--- src/rtl/fpu_pkg.sv ---
// fpu_pkg: shared FPU types and constants for the fadd start/done issuer.
package fpu_pkg;
   typedef enum logic [1:0] {IDLE, ISSUE, WAIT} fadd_issuer_state_t;
   localparam logic [31:0] FP_QNAN = 32'h7FC0_0000;
   localparam int FP_SIGN_BIT = 31;
endpackage

--- src/rtl/fadd_wdog.sv ---
// fadd_wdog: WAIT-state cycle counter; hit_o flags the LIMIT-th counted cycle.
module fadd_wdog #(
   parameter int LIMIT = 15
) (
   input  logic clk,
   input  logic rstn,
   input  logic clr_i,
   input  logic en_i,
   output logic hit_o
);
   localparam int CW = $clog2(LIMIT + 1);
   logic [CW-1:0] cnt_q, cnt_d;
   always_comb cnt_d = clr_i ? '0 : en_i ? cnt_q + 1'b1 : cnt_q;
   always_ff @(posedge clk) cnt_q <= !rstn ? '0 : cnt_d;
   assign hit_o = en_i && cnt_q == CW'(LIMIT - 1);
endmodule

--- src/rtl/fadd_issuer.sv ---
// fadd_issuer: holds one add/sub request on the fadd inputs, pulses start, buffers the result.
// Optional watchdog on the WAIT state enabled by defining FADD_ISSUER_WDOG_EN.
module fadd_issuer
   import fpu_pkg::*;
#(
   parameter int TAG_W      = 4,
   parameter int WDOG_LIMIT = 15
) (
   input  logic             clk,
   input  logic             rstn,
   input  logic             op_valid,
   output logic             op_ready,
   input  logic             op_sub,
   input  logic [31:0]      op_a,
   input  logic [31:0]      op_b,
   input  logic [TAG_W-1:0] op_tag,
   output logic             res_valid,
   input  logic             res_ready,
   output logic [31:0]      res_data,
   output logic [TAG_W-1:0] res_tag,
   output logic             res_err,
   output logic [31:0]      fu_x1,
   output logic [31:0]      fu_x2,
   output logic             fu_ready,
   input  logic             fu_valid,
   input  logic [31:0]      fu_y
);
   fadd_issuer_state_t state_q, state_d;
   logic [31:0]      x1_q, x1_d, x2_q, x2_d, data_q, data_d;
   logic [TAG_W-1:0] held_tag_q, held_tag_d, tag_q, tag_d;
   logic             valid_q, valid_d, err_q, err_d, start_q, start_d;
   logic             accept, done, wdog_hit, load;

`ifdef FADD_ISSUER_WDOG_EN
   fadd_wdog #(.LIMIT(WDOG_LIMIT)) u_wdog (
      .clk   (clk),
      .rstn  (rstn),
      .clr_i (state_q == ISSUE),
      .en_i  (state_q == WAIT),
      .hit_o (wdog_hit)
   );
`else
   assign wdog_hit = 1'b0;
`endif

   assign op_ready = state_q == IDLE && (!valid_q || res_ready);
   assign accept   = op_valid && op_ready;
   assign done     = state_q == WAIT && fu_valid;
   assign load     = done || (state_q == WAIT && wdog_hit);

   // Subtraction is only a sign flip on b; the adder does the arithmetic.
   always_comb begin
      state_d    = state_q == IDLE  ? (accept ? ISSUE : IDLE) :
                   state_q == ISSUE ? WAIT :
                   load             ? IDLE : WAIT;
      x1_d       = accept ? op_a : x1_q;
      x2_d       = accept ? {op_b[FP_SIGN_BIT] ^ op_sub, op_b[FP_SIGN_BIT-1:0]} : x2_q;
      held_tag_d = accept ? op_tag : held_tag_q;
      start_d    = accept;
      valid_d    = load ? 1'b1 : (valid_q && res_ready) ? 1'b0 : valid_q;
      data_d     = done ? fu_y : load ? FP_QNAN : data_q;
      tag_d      = load ? held_tag_q : tag_q;
      err_d      = load ? !done : err_q;
   end

   always_ff @(posedge clk) begin
      if (!rstn) begin
         state_q    <= IDLE;
         x1_q       <= '0;
         x2_q       <= '0;
         held_tag_q <= '0;
         start_q    <= 1'b0;
         valid_q    <= 1'b0;
         data_q     <= '0;
         tag_q      <= '0;
         err_q      <= 1'b0;
      end else begin
         state_q    <= state_d;
         x1_q       <= x1_d;
         x2_q       <= x2_d;
         held_tag_q <= held_tag_d;
         start_q    <= start_d;
         valid_q    <= valid_d;
         data_q     <= data_d;
         tag_q      <= tag_d;
         err_q      <= err_d;
      end
   end

   assign fu_x1     = x1_q;
   assign fu_x2     = x2_q;
   assign fu_ready  = start_q;
   assign res_valid = valid_q;
   assign res_data  = data_q;
   assign res_tag   = tag_q;
   assign res_err   = err_q;
endmodule

--- config.mk ---
export PLATFORM = sky130hd
export DESIGN_NAME = fadd_issuer
export DESIGN_NICKNAME = d
export VERILOG_FILES = /design/src/rtl/fpu_pkg.sv /design/src/rtl/fadd_wdog.sv /design/src/rtl/fadd_issuer.sv
export SDC_FILE = /design/constraint.sdc
export NUM_CORES = 1
export LEC_CHECK = 0
export ABC_AREA = 1
export CORE_MARGIN = 4
export CORE_UTILIZATION = 40
export DETAILED_ROUTE_END_ITERATION = 10
export HOLD_SLACK_MARGIN = 0.15
export PLACE_DENSITY = 0.8
export SLEW_MARGIN = 0
export SYNTH_ARGS = -nofsm -noshare
export SYNTH_HDL_FRONTEND = slang
export SYNTH_SLANG_ARGS = --single-unit
--- constraint.sdc ---
create_clock -name clk -period 1.4 [get_ports clk]
set_input_delay 0.14 -clock clk [delete_from_list [all_inputs] [get_ports clk]]
set_output_delay 0.14 -clock clk [all_outputs]
set_load 0.05 [all_outputs]
; Word level (Yosys, flattened, before mapping)
; Index checks and enable logic that the tools add are counted.
[classes]
add_sub_neg = 0
mul = 0
n_div = 0
n_lt_le_gt_ge = 0
n_eq_ne = 2
shifts = 0
n_mux = 6
n_bitwise = 1
reduce_logical = 9
[op_table]
columns = op, n
row1 = $mux 2, 3
row2 = $logic_and 1x1->1, 4
row3 = $mux 1, 3
row4 = $eq 2x1->1 const B, 1
row5 = $eq 2x2->1 const B, 1
row6 = $logic_not 1->1, 2
row7 = $logic_not 2->1, 1
row8 = $reduce_bool 2->1, 1
row9 = $logic_or 1x1->1, 1
row10 = $xor 1x1->1, 1
[word_totals]
ff_bits = 109
latch_bits = 0
ram_bits = 0
romBits = 0
output_inout_bits = 104
n_memories = 0

; Longest topological paths before layout
[depth]
ltp_word = 6
depth_mapped = 8

; Worst setup path before layout
; Ideal clock, no wire load.
[synth_path]
path_kind = reg-to-reg
startpoint = register valid_q (netlist: res_valid)
endpoint = register x2_q[31] (netlist: fu_x2[31])
arrival_ns = 1.325
required_ns = 1.336
slack_ns = 0.011
path_stages_with_launch = 7
path_buffers = 2
synth_period_minus_slack_ns = 1.389
path_cell_list = dfxtp_1 nand2_1 nand3_2 buf_6 buf_2 nor2_1 nor2_1
[synth_between]
elab_chain_cells = 4
[synth_lines]
columns = item, line
row1 = "start, declared", fadd_issuer.sv:31  ; logic valid_q, valid_d, err_q, err_d, start_q, start_d;
row2 = "start signal, assigned", fadd_issuer.sv:83  ; valid_q <= valid_d;
row3 = $logic_not 1->1, fadd_issuer.sv:46  ; assign op_ready = state_q == IDLE && (!valid_q || res_ready);
row4 = $logic_or 1x1->1, fadd_issuer.sv:46
row5 = $logic_and 1x1->1, fadd_issuer.sv:46
row6 = $logic_and 1x1->1, fadd_issuer.sv:47  ; assign accept = op_valid && op_ready;
row7 = "end signal, assigned", fadd_issuer.sv:70  ; x2_q <= '0;
row8 = "end signal, assigned", fadd_issuer.sv:80  ; x2_q <= x2_d;
row9 = "end, declared", fadd_issuer.sv:29  ; logic [31:0] x1_q, x1_d, x2_q, x2_d, data_q, data_d;
; No other way between the ends.
; A chain may end at the register's enable or synchronous reset.

; Worst setup path after layout
[layout_path]
startpoint = register valid_q (netlist: res_valid)
endpoint = output op_ready
[layout_between]
elab_chain_cells = 3
[layout_lines]
columns = item, line
row1 = $logic_not 1->1, fadd_issuer.sv:46
row2 = $logic_or 1x1->1, fadd_issuer.sv:46
row3 = $logic_and 1x1->1, fadd_issuer.sv:46
row4 = "end, declared", fadd_issuer.sv:12  ; output logic op_ready,
; No other way between the ends.

==> out/qor_table.md <==
| Group | Result | Value |
| --- | --- | --- |
| outcome | Status | completed |
| power | Total Power | 7.78 mW |
| detailed routing | Total number of vias | 4133 |
| grt | Congestion Overflow GR | 0 |
| worst setup path | Type of the worst setup path | flop to output pin |
| sta | Slew Limit Fails | 0 |
| clock network | CTS tree | yes |
| clock network | H-Tree Level Count | 3 |
| run | Count of max-cap constraint violations | 0 |
| logic synthesis | Synthesized instance count | 606 |
| logic synthesis | Post-synthesis area per instance | 6.93 um2 |
| cells and area | Number of nets in the final layout | 913 |
| power | Peak ir drop on the vdd network | 0.532 mV |
| sta | Max transition margin | 78.9% |
| logic synthesis | Synth area leader | sky130_fd_sc_hd__dfxtp_1 |
| logic synthesis | Cell area after synthesis | 4200 um2 |
| clock network | Clock buffer depth | 2 |
| logic synthesis | Post-synthesis register bit count | 109 |
| logic synthesis | Library cell with the highest instance count after synthesis | sky130_fd_sc_hd__nor2_1 |
| worst setup path | Crit-path max FO | 2 |
| clock network | CTS sink count | 109 |
| cells and area | Final design instance area without fill | 6440 um2 |
| detailed routing | Mean number of vias per cell | 4.37 |
| sta | Post-layout min period | 1330 ps |
| logic synthesis | Syn nets | 712 |
| grt | Wire length of the first global-routing pass | 18900 um |
| die | Die outline area | 12200 um2 |
| sta | Final setup fails | 0 |
| logic synthesis | Sequential fraction of the synthesis area | 51.9% |
| logic synthesis | Share of the synthesized area in the top cell type | 51.9% |
| worst setup path | CP startpoint kind | flop |
| logic synthesis | Most frequently used flop master after synthesis | sky130_fd_sc_hd__dfxtp_1 |
| clock network | Clock slew seen by the registers of the worst setup and hold paths | 100 ps |
| clock network | Clock root buffer | sky130_fd_sc_hd__clkbuf_8 |
| worst setup path | Worst Setup End Kind | output pin |
| logic synthesis | Async SR Flop Fraction | 0% |
| worst setup path | Worst Path Required | 1260 ps |
| logic synthesis | Dominant cells by area after synthesis | sky130_fd_sc_hd__dfxtp_1, sky130_fd_sc_hd__nor2_1, sky130_fd_sc_hd__nand2_1, sky130_fd_sc_hd__inv_1, sky130_fd_sc_hd__o21ai_0 |
| detailed routing | Avg WL per Cell | 12.1 um |
| cells and area | Area of combinational cells with multiple inputs | 1560 um2 |
| worst setup path | CP Data Arrival Time | 1190 ps |
| sta | Final hold vios | 0 |
| logic synthesis | Number of enable flip-flop cells after synthesis | 0 |
| cells and area | Antenna Cells | 0 |
| detailed routing | Iteration count of the initial detailed-routing pass | 4 |
| placed design | Global placement routability congestion | 0.774 |
| detailed routing | Routed Wire Length | 11400 um |
| grt | Via count of the first global-routing pass | 4110 |
| grt | Global routing usage summed across all routing layers | 18.4% |
| placed design | Number of port buffers | 209 |
| detailed routing | Drt initial violations | 220 |
| placed design | Placement Cell Area | 6220 um2 |
| sta | Fmax | 750 MHz |
| die | IO Count | 210 |
| sta | RSZ-0062 raised after global routing | false |
| power | Standby leakage power | 3.17 nW |
| logic synthesis | Commonest cells post-synth | sky130_fd_sc_hd__nor2_1, sky130_fd_sc_hd__nand2_1, sky130_fd_sc_hd__dfxtp_1, sky130_fd_sc_hd__inv_1, sky130_fd_sc_hd__o21ai_0 |
| cells and area | Signed area change from the synthesized netlist to the final layout | 53.3% |
| worst setup path | Reg-to-reg slack, setup | 160 ps |
| grt | Antenna violations before repair | 0 |
| die | DIE HEIGHT | 110 um |
| cells and area | Share of cells above drive strength 1 | 17.3% |
| die | Initial standard-cell utilization of the core | 40.9% |
| clock network | Worst-Skew Late Latency | 350 ps |
| worst hold path | Type of the most critical hold path | input port to flop |
| detailed routing | Number of remaining DRC errors | 0 |
| sta | Min Hold Slack | 285 ps |
| die | Area of the placeable core | 10300 um2 |
| placed design | Final HPWL from detailed placement | 8590 um |
| sta | Skew final | 6.99 ps |
| cells and area | Flip-flop and latch area | 2180 um2 |
| power | Pwr per Cell Area | 1210 nW/um2 |
| sta | Final worst-path cycle share | 95.3% |
| die | Die Span X | 110 um |
| sta | Measured slew at the worst slew-check pin | 316 ps |
| cells and area | Total of fill cells in the finished design | 908 |
| detailed routing | Antenna Violating Nets Remaining | 0 |
| logic synthesis | Number of distinct library cells after synthesis | 19 |
| grt | Pin count of the biggest net entering global routing | 76 |
| die | Floorplan row count | 37 |
| logic synthesis | Total number of yosys warnings | 0 |
| clock network | Clock buffers created by TritonCTS | 9 |
registers in the layout, indices dropped and copies added (netlist names):
signal	flops
res_tag	4
res_err	1
fu_x2	32
fu_ready	1
res_valid	1
fu_x1	32
state_q	2
held_tag_q	4
res_data	32
cell usage in the layout (no fill, tap or decap):
master,instances
sky130_fd_sc_hd__buf_12,10
sky130_fd_sc_hd__and2_4,1
sky130_fd_sc_hd__a21oi_1,1
sky130_fd_sc_hd__xor2_1,1
sky130_fd_sc_hd__nand2_2,1
sky130_fd_sc_hd__nand3_4,1
sky130_fd_sc_hd__o21ai_0,22
sky130_fd_sc_hd__nand3b_1,1
sky130_fd_sc_hd__dfxtp_2,1
sky130_fd_sc_hd__nor3_1,1
sky130_fd_sc_hd__nand2_1,137
sky130_fd_sc_hd__clkbuf_8,12
sky130_fd_sc_hd__clkbuf_1,1
sky130_fd_sc_hd__nor2_1,211
sky130_fd_sc_hd__inv_2,2
sky130_fd_sc_hd__inv_1,69
sky130_fd_sc_hd__buf_4,109
sky130_fd_sc_hd__bufinv_16,1
sky130_fd_sc_hd__dfxtp_1,108
sky130_fd_sc_hd__o21ai_1,14
sky130_fd_sc_hd__buf_2,1
sky130_fd_sc_hd__nor2_4,1
sky130_fd_sc_hd__clkdlybuf4s50_1,104
area by class of cell:
cell class | instances | area share, %
sequential | 109 | 33.9
timing repair buffer | 224 | 32.1
inverter | 71 | 4.14
multi-input combinational | 392 | 24.2
tap | 136 | 2.64
clock inverter | 1 | 0.466
clock buffer | 13 | 2.62
through the flow:
step / TNS (ps) / utilization, % / worst slack, ps / instances
final: 0 / 62.7 / 66.1 / 946
after floorplan: 0 / - / 11.3 / 606
after global routing: 0 / 62.7 / 31.0 / 946
after detailed placement: -2690 / 60.5 / -94.4 / 931
after CTS: 0 / 62.6 / 5.08 / 946
after global placement: -2110 / 60.5 / -49.8 / 931
cells by family after synthesis:
| logic type | share of synthesized area, % |
|---|---|
| AO/OA/AOI/OAI | 4.41 |
| XOR/XNOR | 0.208 |
| buffers and inverters | 11.4 |
| flip-flops | 51.9 |
| AND/OR/NAND/NOR | 32.0 |
routing by layer:
layer  part of all wire (%)  global-route usage [%]
met5                      0                       0
met4                    3.1                    8.05
met3                    6.4                    5.53
met1                     41                    20.4
met2                     50                    32.5
final timing paths:
kind                                 start      endpoint  cells after the start
worst max-delay path             res_valid      op_ready                      4
worst min-delay path                  rstn     fu_x2[31]                      4
worst max register to register  state_q[0]  res_data[26]                      4
worst min register to register     res_err       res_err                      2
worst max-delay path, cell delays in order, from the launching register on:
cell and delay, ps:
sky130_fd_sc_hd__dfxtp_2 340, sky130_fd_sc_hd__nand2_2 80, sky130_fd_sc_hd__buf_4 140, sky130_fd_sc_hd__and2_4 140
sky130_fd_sc_hd__buf_12 140
report_power, final:
part	total, mW	switching [mW]	internal (mW)
registers	3.49	0.139	3.36
clock network	1.94	0.982	0.958
logic	2.35	1.48	0.867
timing repair:
item	CTS	global route
pin swaps	0	0
endpoints found under the setup margin	1	1
gates resized for setup	2	2
hold buffers	0	0
setup buffers	1	0
No activity file was read; power rests on OpenSTA's default activity.
